`config.mk`:
```
export PLATFORM = sky130hd
export DESIGN_NAME = fp_mul_round
export DESIGN_NICKNAME = d
export VERILOG_FILES = /design/src/rtl/fp_mul_round.sv
export SDC_FILE = /design/constraint.sdc
export NUM_CORES = 1
export LEC_CHECK = 0
export CORE_MARGIN = 2
export CORE_UTILIZATION = 45
export DETAILED_ROUTE_END_ITERATION = 10
export GPL_TIMING_DRIVEN = 0
export SLEW_MARGIN = 10
export SYNTH_ARGS = -nofsm -noshare
export SYNTH_HDL_FRONTEND = slang
export SYNTH_SLANG_ARGS = --single-unit
```
`constraint.sdc`:
```
create_clock -name clk -period 4.61 [get_ports clk]
set_clock_uncertainty 0.05 [all_clocks]
set_input_delay 0.6915 -clock clk [delete_from_list [all_inputs] [get_ports clk]]
set_output_delay 0.6915 -clock clk [all_outputs]
set_load 0.02 [all_outputs]
```
`src/rtl/fp_mul_round.sv`:
```
// fp_mul_round: two-stage normalize / round / pack for the binary32 multiplier.
// Define FP_ROUND_MODES_EN for all five rounding modes; default is RNE only.
module fp_mul_round (
  input  logic        clk,
  input  logic        rst,
  input  logic        in_valid,
  output logic        in_ready,
  input  logic        in_sign,
  input  logic [9:0]  in_exp,
  input  logic [47:0] in_mant,
  input  logic [1:0]  in_class,
  input  logic [2:0]  in_frm,
  output logic        out_valid,
  input  logic        out_ready,
  output logic [31:0] result,
  output logic        overflow,
  output logic        underflow,
  output logic        inexact
);

  logic        s1_valid;
  logic        s1_sign;
  logic [9:0]  s1_exp;
  logic [23:0] s1_sig;
  logic        s1_g;
  logic        s1_r;
  logic        s1_s;
  logic [1:0]  s1_cls;
`ifdef FP_ROUND_MODES_EN
  logic [2:0]  s1_frm;
`else
  logic        unused_frm;
  assign unused_frm = ^in_frm;
`endif

  logic s1_adv;
  logic s2_adv;

  assign s2_adv   = !out_valid | out_ready;
  assign s1_adv   = !s1_valid | s2_adv;
  assign in_ready = s1_adv;

  logic [5:0]  lzc;
  logic [11:0] e_in;
  logic [11:0] e_m1;
  logic [11:0] e_n;
  logic [11:0] rsh_full;
  logic [5:0]  lsh;
  logic [4:0]  rsh;
  logic [46:0] m_n;
  logic        st_n;
  logic [9:0]  e_fin;

  always_comb begin
    lzc = 6'd47;
    for (int i = 0; i < 47; i++)
      if (in_mant[i]) lzc = 6'(46 - i);
  end

  always_comb begin
    e_in     = {{2{in_exp[9]}}, in_exp};
    e_m1     = e_in - 12'd1;
    e_n      = e_in;
    m_n      = in_mant[46:0];
    st_n     = 1'b0;
    lsh      = '0;
    rsh      = '0;
    rsh_full = '0;
    if (in_mant[47]) begin
      m_n  = in_mant[47:1];
      st_n = in_mant[0];
      e_n  = e_in + 12'd1;
    end else if (!in_mant[46] && !e_m1[11] && e_m1 != '0) begin
      lsh = (e_m1 > {6'd0, lzc}) ? lzc : e_m1[5:0];
      m_n = in_mant[46:0] << lsh;
      e_n = e_in - {6'd0, lsh};
    end
    if (e_n[11] || e_n == '0) begin
      rsh_full = 12'd1 - e_n;
      rsh      = (rsh_full > 12'd26) ? 5'd26 : rsh_full[4:0];
      st_n     = st_n | (|(m_n & ((47'd1 << rsh) - 47'd1)));
      m_n      = m_n >> rsh;
      e_n      = '0;
    end
    // no hidden bit left means the significand already sits on the subnormal grid
    if (!m_n[46])
      e_fin = '0;
    else if (e_n > 12'd511)
      e_fin = 10'd511;
    else
      e_fin = e_n[9:0];
  end

  always_ff @(posedge clk or posedge rst) begin
    if (rst) begin
      s1_valid <= 1'b0;
      s1_sign  <= 1'b0;
      s1_exp   <= '0;
      s1_sig   <= '0;
      s1_g     <= 1'b0;
      s1_r     <= 1'b0;
      s1_s     <= 1'b0;
      s1_cls   <= '0;
`ifdef FP_ROUND_MODES_EN
      s1_frm   <= '0;
`endif
    end else if (s1_adv) begin
      s1_valid <= in_valid;
      if (in_valid) begin
        s1_sign <= in_sign;
        s1_exp  <= e_fin;
        s1_sig  <= m_n[46:23];
        s1_g    <= m_n[22];
        s1_r    <= m_n[21];
        s1_s    <= (|m_n[20:0]) | st_n;
        s1_cls  <= in_class;
`ifdef FP_ROUND_MODES_EN
        s1_frm  <= in_frm;
`endif
      end
    end
  end

  logic        grs;
  logic        inc;
  logic        tiny;
  logic        ovf_inf;
  logic [24:0] sum;
  logic [10:0] e_r;
  logic [22:0] frac;
  logic [31:0] res_d;
  logic        ovf_d;
  logic        unf_d;
  logic        inx_d;

  always_comb begin
    grs     = s1_g | s1_r | s1_s;
    tiny    = (s1_exp == '0);
    inc     = s1_g & (s1_r | s1_s | s1_sig[0]);
    ovf_inf = 1'b1;
`ifdef FP_ROUND_MODES_EN
    unique case (s1_frm)
      3'b001: begin
        inc     = 1'b0;
        ovf_inf = 1'b0;
      end
      3'b010: begin
        inc     = s1_sign & grs;
        ovf_inf = s1_sign;
      end
      3'b011: begin
        inc     = !s1_sign & grs;
        ovf_inf = !s1_sign;
      end
      3'b100: inc = s1_g;
      default: ;
    endcase
`endif
    sum  = {1'b0, s1_sig} + {24'd0, inc};
    e_r  = {1'b0, s1_exp};
    frac = sum[22:0];
    if (sum[24])
      e_r = e_r + 11'd1;
    else if (tiny && sum[23])
      e_r = 11'd1;
    res_d = {s1_sign, e_r[7:0], frac};
    ovf_d = 1'b0;
    unf_d = tiny & grs;
    inx_d = grs;
    if (e_r >= 11'd255) begin
      res_d = ovf_inf ? {s1_sign, 8'hFF, 23'd0} : {s1_sign, 31'h7F7FFFFF};
      ovf_d = 1'b1;
      inx_d = 1'b1;
    end
    case (s1_cls)
      2'b01: res_d = {s1_sign, 31'd0};
      2'b10: res_d = {s1_sign, 8'hFF, 23'd0};
      2'b11: res_d = 32'h7FC00000;
      default: ;
    endcase
    if (s1_cls != 2'b00) begin
      ovf_d = 1'b0;
      unf_d = 1'b0;
      inx_d = 1'b0;
    end
  end

  always_ff @(posedge clk or posedge rst) begin
    if (rst) begin
      out_valid <= 1'b0;
      result    <= '0;
      overflow  <= 1'b0;
      underflow <= 1'b0;
      inexact   <= 1'b0;
    end else if (s2_adv) begin
      out_valid <= s1_valid;
      if (s1_valid) begin
        result    <= res_d;
        overflow  <= ovf_d;
        underflow <= unf_d;
        inexact   <= inx_d;
      end
    end
  end

endmodule

```
==> summary.md, run 1 <==
| Metric | Value |
|---|---|
| Outcome | `stopped before the end` |
| Stopped at | `5_1_grt` |
| Error msg | `[ERROR GRT-0232] Routing congestion too high. Check the congestion heatmap in the GUI.` |
| Ys Warns | `0` |
| DIE HEIGHT | `183.1 um` |
| GP Congestion | `1.186` |
| Main combinational cell family by area after synthesis | `compound AO/OA/AOI/OAI gates` |
| Clock sink count | `77` |
| Max clock buf depth | `2` |
| Mapped Cells | `2113` |
| Area contributors post-synth | `dfrtp_1, nand2_1, a21oi_1` |
| Root Buffer | `clkbuf_16` |
| Initial antenna violation count | `25` |
| Port bufs | `72` |
| Num ports | `105` |
| Register area share after synthesis | `0.1335` |
| Worst endpoint after global-route timing repair | `s1_s$_DFFE_PP0P_/D` |
| Worst EP Category | `register data pin` |
| Leading area contributor after synthesis | `dfrtp_1` |
| Pin count of the biggest net entering global routing | `71` |
| Die width | `183.1 um` |
| Mux contribution to synthesized area | `0.04924` |
| Post-synth EDFFs | `0` |
| Total grt overflow | `4` |
| Total GRT Usage | `0.7276` |
| Simple-gate share of the synthesized area | `0.2719` |
| Cell total after placement | `2591` |
| Most used DFF post-synth | `dfrtp_1` |
| Area after DPL | `0.01618 mm2` |
| Syn Nets | `2202` |
| Synthesized flop and latch total | `77` |
| Number of buffers created by CTS | `9` |
| Initial Util | `0.4574` |
| Hold_buf cts | `0` |
| Ys async rst share | `1.000` |
| Post-synthesis compound-gate area fraction | `0.4210` |
| Yosys cell types | `118` |
| Syn_area_per_cell | `6.831 um2` |
| CTS H-tree depth | `3` |
| Yosys top cell area share | `0.1335` |
| DP HPWL | `69020 um` |
| Post-synthesis adder-cell area fraction | `0.01872` |
| Xor/xnor cell area share of the yosys netlist | `0.02973` |
| Core Rows | `65` |
| Mapped cell area | `0.01443 mm2` |
[cell families after synthesis]
group	count (synthesis)
simple gates	807
buf+inv	247
fa+ha+maj	21
xor+xnor	49
flops	77
mux	57
compound gates	855
[through the flow]
step / worst slack, ns / TNS (ns)
after floorplan: -3.515 / -90.70
after global placement: -6.292 / -188.84
after detailed placement: -6.409 / -191.01
after CTS: -3.449 / -96.60
[cell usage after synthesis (11+ instances only)]
master / count
nand4_1: 30
dfrtp_1: 77
o31a_1: 12
clkbuf_1: 111
o221ai_1: 25
a221oi_1: 19
a22o_1: 11
mux2i_1: 29
and2_1: 19
buf_2: 48
a31oi_1: 41
nor4_1: 32
nand2_1: 282
ha_1: 20
o2111ai_1: 16
xnor2_1: 33
o21a_1: 17
or3_1: 13
mux2_2: 18
buf_1: 15
a211oi_1: 59
xor2_1: 16
inv_1: 52
a21o_1: 21
o21ai_0: 138
a32oi_1: 11
a22oi_1: 32
a2111oi_0: 11
and3_1: 20
o211ai_1: 35
nand3_1: 81
o21ai_1: 12
o22ai_1: 31
o31ai_1: 45
nand2b_1: 17
nor3_1: 84
nor2_1: 161
a21oi_1: 179
[what timing repair did]
| item | in CTS |
|---|---|
| endpoints found under the setup margin | 57 |
| buffers inserted | 185 |
| pin swaps | 123 |
| resized for setup | 473 |
| cloned | 1 |
[routing by layer]
layer,overflow,global-route usage
met1,0,0.7308
met2,1,0.8927
met3,0,0.5689
met4,3,0.7226
met5,0,0.2830
==> run 2: changes to the inputs <==
CORE_UTILIZATION = 30   (was 45)
PLACE_DENSITY_LB_ADDON = 0.15   (was default)
==> run 2 against run 1 <==
  * The flow now finishes, with violations (negative setup slack)
  * Synthesized cell count unchanged
  * Area after synthesis unchanged
==> summary.md, run 2 <==
| Metric | Value |
|---|---|
| Outcome | `finished with violations` |
| Failing checks | `negative setup slack` |
| Yosys top cell area share | `0.1335` |
| Critical path arrival | `8.72 ns` |
| Number of buffers created by CTS | `9` |
| DP HPWL | `80210 um` |
| Total grt overflow | `0` |
| Worst skew pair latency | `0.35 ns` |
| Critical-path top delay cell | `a211oi_1` |
| Max clock buf depth | `2` |
| Mapped cell area | `0.01443 mm2` |
| N_diodes | `0` |
| Top flop regs | `result (32), s1_sig (24), s1_exp (10)` |
| Synthesized flop and latch total | `77` |
| Tcrit/Tclk final | `1.854` |
| Final WL | `107300 um` |
| Worst-path clk slew | `0.06 ns` |
| Maxcap violations | `0` |
| Root Buffer | `clkbuf_16` |
| Worst Hold Class | `flip-flop to flip-flop` |
| Routed len/inst | `35.31 um` |
| Leading area contributor after synthesis | `dfrtp_1` |
| Ys async rst share | `1.000` |
| Full die area | `0.04988 mm2` |
| Clock sink count | `77` |
| Power consumption | `0.004126 W` |
| Worst Slack Setup Final | `-3.936 ns` |
| Total GRT Usage | `0.4199` |
| Post-DR vias/cell | `6.856` |
| Syn Nets | `2202` |
| Hold_buf cts | `0` |
| Syn_area_per_cell | `6.831 um2` |
| Number of setup violations in the final report | `36` |
| CP max stage delay | `1.02 ns` |
| Port bufs | `72` |
| Mapped Cells | `2113` |
| # nets final | `2508` |
| Iter 0 DRT Violations | `2721` |
| Crit end category | `flip-flop` |
| Core Rows | `80` |
| Drc violations | `0` |
| Rel. slew slack | `0.1237` |
| ANT nets after route | `0` |
| Ys Warns | `0` |
| Top cell by count, worst path | `buf_4` |
| DRT Pass-1 Iters | `9` |
| Ratio of cells with drive above 1 in the final layout | `0.2983` |
| Register area share after synthesis | `0.1335` |
| Commonest non-fill, non-tap cell in the layout | `nand2_1` |
| CTS H-tree depth | `3` |
| Commonest cells post-synth | `nand2_1, a21oi_1, nor2_1` |
| Core Area | `0.04765 mm2` |
| Power Density | `200.6 mW/mm2` |
| Most used DFF post-synth | `dfrtp_1` |
| CTS tree | `built` |
| Max IR drop VDD | `0.1509 mV` |
| Post-synth EDFFs | `0` |
| Area growth syn-to-layout | `42.46%` |
| Dpl ws | `-6.949 ns` |
| Met3 Use GR | `0.07744` |
| Largest reg by FF count | `result` |
| Num ports | `105` |
| Final instance area | `0.02056 mm2` |
| LEAKAGE | `7.459 nW` |
| First-pass GRT wire length | `151000 um` |
| GRT met1 Usage | `0.4835` |
| Yosys cell types | `118` |
| Fin. max-slew vios | `0` |
| Die width | `223.3 um` |
| Initial Util | `0.3029` |
| Area contributors post-synth | `dfrtp_1, nand2_1, a21oi_1` |
| Max reg flops | `32` |
| Minimum clock period | `8.546 ns` |
| GP Congestion | `1.062` |
| Area after DPL | `0.01645 mm2` |
| Worst-Margin Slew | `1.306 ns` |
| CP max FO | `10` |
| Worst endpoint required time | `4.78 ns` |
| DR vias | `20.84k` |
| WS Path Type | `primary input to flip-flop` |
| Worst hold path depth | `2` |
| Vias in the first global route | `20.38k` |
| Met2 usage | `0.6850` |
| Hold Violations, Final | `0` |
| Initial antenna violation count | `1` |
| R2R cell count | `17` |
| RSZ-0062 raised after global routing | `yes` |
| Commonest cells after routing, fill and taps aside | `nand2_1, buf_4, a21oi_1` |
| Setup Total Neg Slack | `-105.88 ns` |
| Pin count of the biggest net entering global routing | `41` |
| Achievable Freq | `117.0 MHz` |
| Most frequent cell after synthesis | `nand2_1` |
| GRT busiest layer | `met2` |
| Startpoint Class | `primary input` |
| DIE HEIGHT | `223.3 um` |
run 2: cell counts after synthesis:
Identical to the previous run, type by type.
run 2: final timing paths:
path                            startpoint         end  slack, ns
worst max register to register        s1_g  result[14]       0.53
min in group asynchronous              rst   underflow       0.69
worst min register to register  result[19]  result[19]       0.42
worst min-delay path            result[19]  result[19]       0.42
worst max-delay path            in_mant[8]        s1_s      -3.94
max in group asynchronous              rst  s1_sig[20]       3.25
run 2: what timing repair did:
item,CTS,global route
resized for setup,502,100
cloned,2,0
setup endpoints to repair,56,61
pin swaps,128,82
buffers inserted,195,27
run 2: kinds of logic (layout without fill, tap and decap cells):
kind of cell               after synthesis  after routing  synth area share
AOI/OAI and AO/OA                      855            855            0.4210
xor gates and xnor gates                49             49           0.02973
adders and majority gates               21             21           0.01872
buffers and inverters                  247            558           0.07585
DFF                                     77             77            0.1335
muxes                                   57             57           0.04924
and+or+nand+nor                        807            807            0.2719
run 2: power by group:
| part | switching (W) | internal, W | leakage [nW] |
|---|---|---|---|
| sequential | 0.0000782 | 0.000767 | 0.993 |
| clock | 0.000288 | 0.000379 | 0.132 |
| combinational | 0.00171 | 0.000906 | 6.33 |
run 2: metal layers:
layer | vias to the layer above | share of wire
li1 | 8795 | -
met1 | 10156 | 0.37
met2 | 1406 | 0.45
met3 | 479 | 0.087
met4 | 0 | 0.10
met5 | - | 0
run 2: final cells by class:
cell class                 count  area, um2
buffer                       189       1506
clock buffer                  11      242.7
clock inverter                 5      33.78
fill                        4924      27080
inverter                      56      282.8
multi-input combinational   1789      13190
sequential                    77       1927
tap                          615      769.5
timing repair buffer         297       2610
run 2: stage by stage:
step / hold WS (ns) / utilization / std cells
2_1_floorplan: 0.4174 / - / 2113
3_3_place_gp: 0.4142 / 0.3436 / 2800
3_5_place_dp: 0.4174 / 0.3453 / 2805
4_1_cts: 0.4304 / 0.4190 / 3015
5_1_grt: 0.4476 / 0.4316 / 3039
6_report: 0.4242 / 0.4316 / 3039
run 2: worst max-delay path, delay by kind of cell:
family / cells / cell delay [ns]
AOI/OAI and AO/OA: 16 / 5.36
buffers and inverters: 16 / 2.65
(Power assumes the default switching activity.)
==> run 3: changes to the inputs <==
CAP_MARGIN = 20   (was default)
==> run 3 against run 2 <==
  * The flow still finishes with violations (negative setup slack)
  * Non-clock buffer count is 10 higher
  * Setup slack better by 0.30 ns
  * Total power is 0.99% higher
  * Via count is 0.81% higher
  * Cell count is 0.33% higher
  * Sequential share of layout area is 0.13 points lower
  * Register-to-register slack better by 0.03 ns
  * First-iteration DRC count is 2.9% lower
  * Critical path type unchanged
  * Largest power group unchanged
  * Highest routed layer unchanged
==> summary.md, run 3 (synthesis gave the netlist of run 2 again) <==
| Metric | Value |
|---|---|
| Power consumption | `0.004167 W` |
| Crit end category | `flip-flop` |
| Drc violations | `0` |
| Commonest cells after routing, fill and taps aside | `nand2_1, buf_4, a21oi_1` |
| Failing checks | `negative setup slack` |
| Largest reg by FF count | `result` |
| Achievable Freq | `121.3 MHz` |
| Tcrit/Tclk final | `1.788` |
| Max clock buf depth | `2` |
| CP max FO | `8` |
| Num ports | `105` |
| Max reg flops | `32` |
| First-pass GRT wire length | `150800 um` |
| Commonest non-fill, non-tap cell in the layout | `nand2_1` |
| Worst-path clk slew | `0.06 ns` |
| Register area | `0.001927 mm2` |
| Initial antenna violation count | `2` |
| Rel. slew slack | `0.1217` |
| Clock sink count | `77` |
| Routed len/inst | `35.31 um` |
| Number of setup violations in the final report | `36` |
| GP Congestion | `1.062` |
| Worst-Margin Slew | `1.304 ns` |
| DRT Pass-1 Iters | `6` |
| ANT nets after route | `0` |
| Critical path arrival | `8.43 ns` |
| DP HPWL | `80150 um` |
| DIE HEIGHT | `223.3 um` |
| WS Path Type | `primary input to flip-flop` |
| N_diodes | `0` |
| Die width | `223.3 um` |
| Ratio of cells with drive above 1 in the final layout | `0.3077` |
| Core Area | `0.04765 mm2` |
| CTS H-tree depth | `3` |
| CTS tree | `built` |
| Minimum clock period | `8.242 ns` |
| Critical-path top delay cell | `or4_1` |
| Root Buffer | `clkbuf_16` |
| Power Density | `199.8 mW/mm2` |
| Number of buffers created by CTS | `9` |
| Maxcap violations | `0` |
| Worst skew pair latency | `0.35 ns` |
| Total grt overflow | `0` |
| Full die area | `0.04988 mm2` |
| Iter 0 DRT Violations | `2642` |
| Final WL | `107700 um` |
| Port bufs | `72` |
| CP max stage delay | `0.64 ns` |
| Startpoint Class | `primary input` |
| Fin. max-slew vios | `0` |
| Post-DR vias/cell | `6.889` |
| Vias in the first global route | `20.12k` |
| Top flop regs | `result (32), s1_sig (24), s1_exp (10)` |
| Number of fill cells | `4913` |
| Worst Hold Class | `flip-flop to flip-flop` |
| Worst endpoint required time | `4.79 ns` |
| Total GRT Usage | `0.4184` |
| Multi-input logic area | `0.01334 mm2` |
| Hold_buf cts | `0` |
| DR vias | `21.01k` |
| RSZ-0062 raised after global routing | `yes` |
| Hold_ws | `0.4241 ns` |
| Pin count of the biggest net entering global routing | `41` |
| Core Rows | `80` |
| Area growth syn-to-layout | `44.50%` |
| Top cell by count, worst path | `buf_4` |
| LEAKAGE | `7.569 nW` |
| Outcome | `finished with violations` |
| Initial Util | `0.3029` |
| # nets final | `2518` |
| Worst Slack Setup Final | `-3.632 ns` |
| Max IR drop VDD | `0.1557 mV` |
| Hold Violations, Final | `0` |
[run 3: cell count changes in the layout (fill, tap and decap cells not counted), moves of 4 or more]
cell / before / now
buf_6: 45 / 41
clkbuf_8: 13 / 8
buf_4: 198 / 209
nand2_2: 12 / 7
buf_12: 19 / 26
a22oi_1: 20 / 16
clkbuf_4: 9 / 14
a22oi_2: 13 / 17
[run 3: path summary, 6_finish.rpt]
kind,to,from,cells past startpoint,slack [ns]
max,s1_s,in_mant[16],47,-3.63
min,result[19],result[19],2,0.42
max reg2reg,result[14],s1_g,17,0.56
min reg2reg,result[19],result[19],2,0.42
max in group asynchronous,result[14],rst,3,3.25
min in group asynchronous,underflow,rst,2,0.69
[run 3: worst max-delay path: cells and delay by family]
family,cells,cell delay (ns)
compound gates,6,1.43
simple gates,7,1.73
buf+inv,34,4.53
[run 3: report_power, final]
part | internal [W] | leakage [nW] | switching, W
clock | 0.000379 | 0.132 | 0.000290
sequential | 0.000767 | 0.993 | 0.0000789
combinational | 0.000927 | 6.44 | 0.00172
[run 3: metrics by stage]
stage               cells  setup WS, ns  instance area [um2]  setup TNS [ns]  utilization
floorplan            2113        -3.515                14880          -90.70            -
global placement     2800        -7.109                16370         -212.52       0.3436
detailed placement   2808        -6.916                16470         -210.08       0.3456
CTS                  3005        -3.532                19830          -97.06       0.4161
global route         3049        -3.877                20860         -108.79       0.4378
finish               3049        -3.632                20860         -102.88       0.4378
[run 3: final cells by class]
type | instances | share of cell area
well taps | 615 | 0.03689
plain buffers | 188 | 0.07481
clock inverters | 5 | 0.001620
clock buffers | 11 | 0.01164
inverters | 56 | 0.01338
repair buffers | 308 | 0.1298
multi-input cells | 1789 | 0.6395
flip-flops and latches | 77 | 0.09238
[run 3: per-layer routing]
layer | routed length, um | GRT usage
met5 | 0 | 0
met4 | 10670 | 0.3153
met3 | 9936 | 0.08376
met2 | 48180 | 0.6847
met1 | 38890 | 0.4836
[run 3: repair_timing]
item / CTS / global route
setup buffers: 181 / 46
endpoints found under the hold margin: 0 / 0
gates cloned: 2 / 0
pin swaps: 124 / 93
gates resized for setup: 497 / 152
setup endpoints to repair: 56 / 58
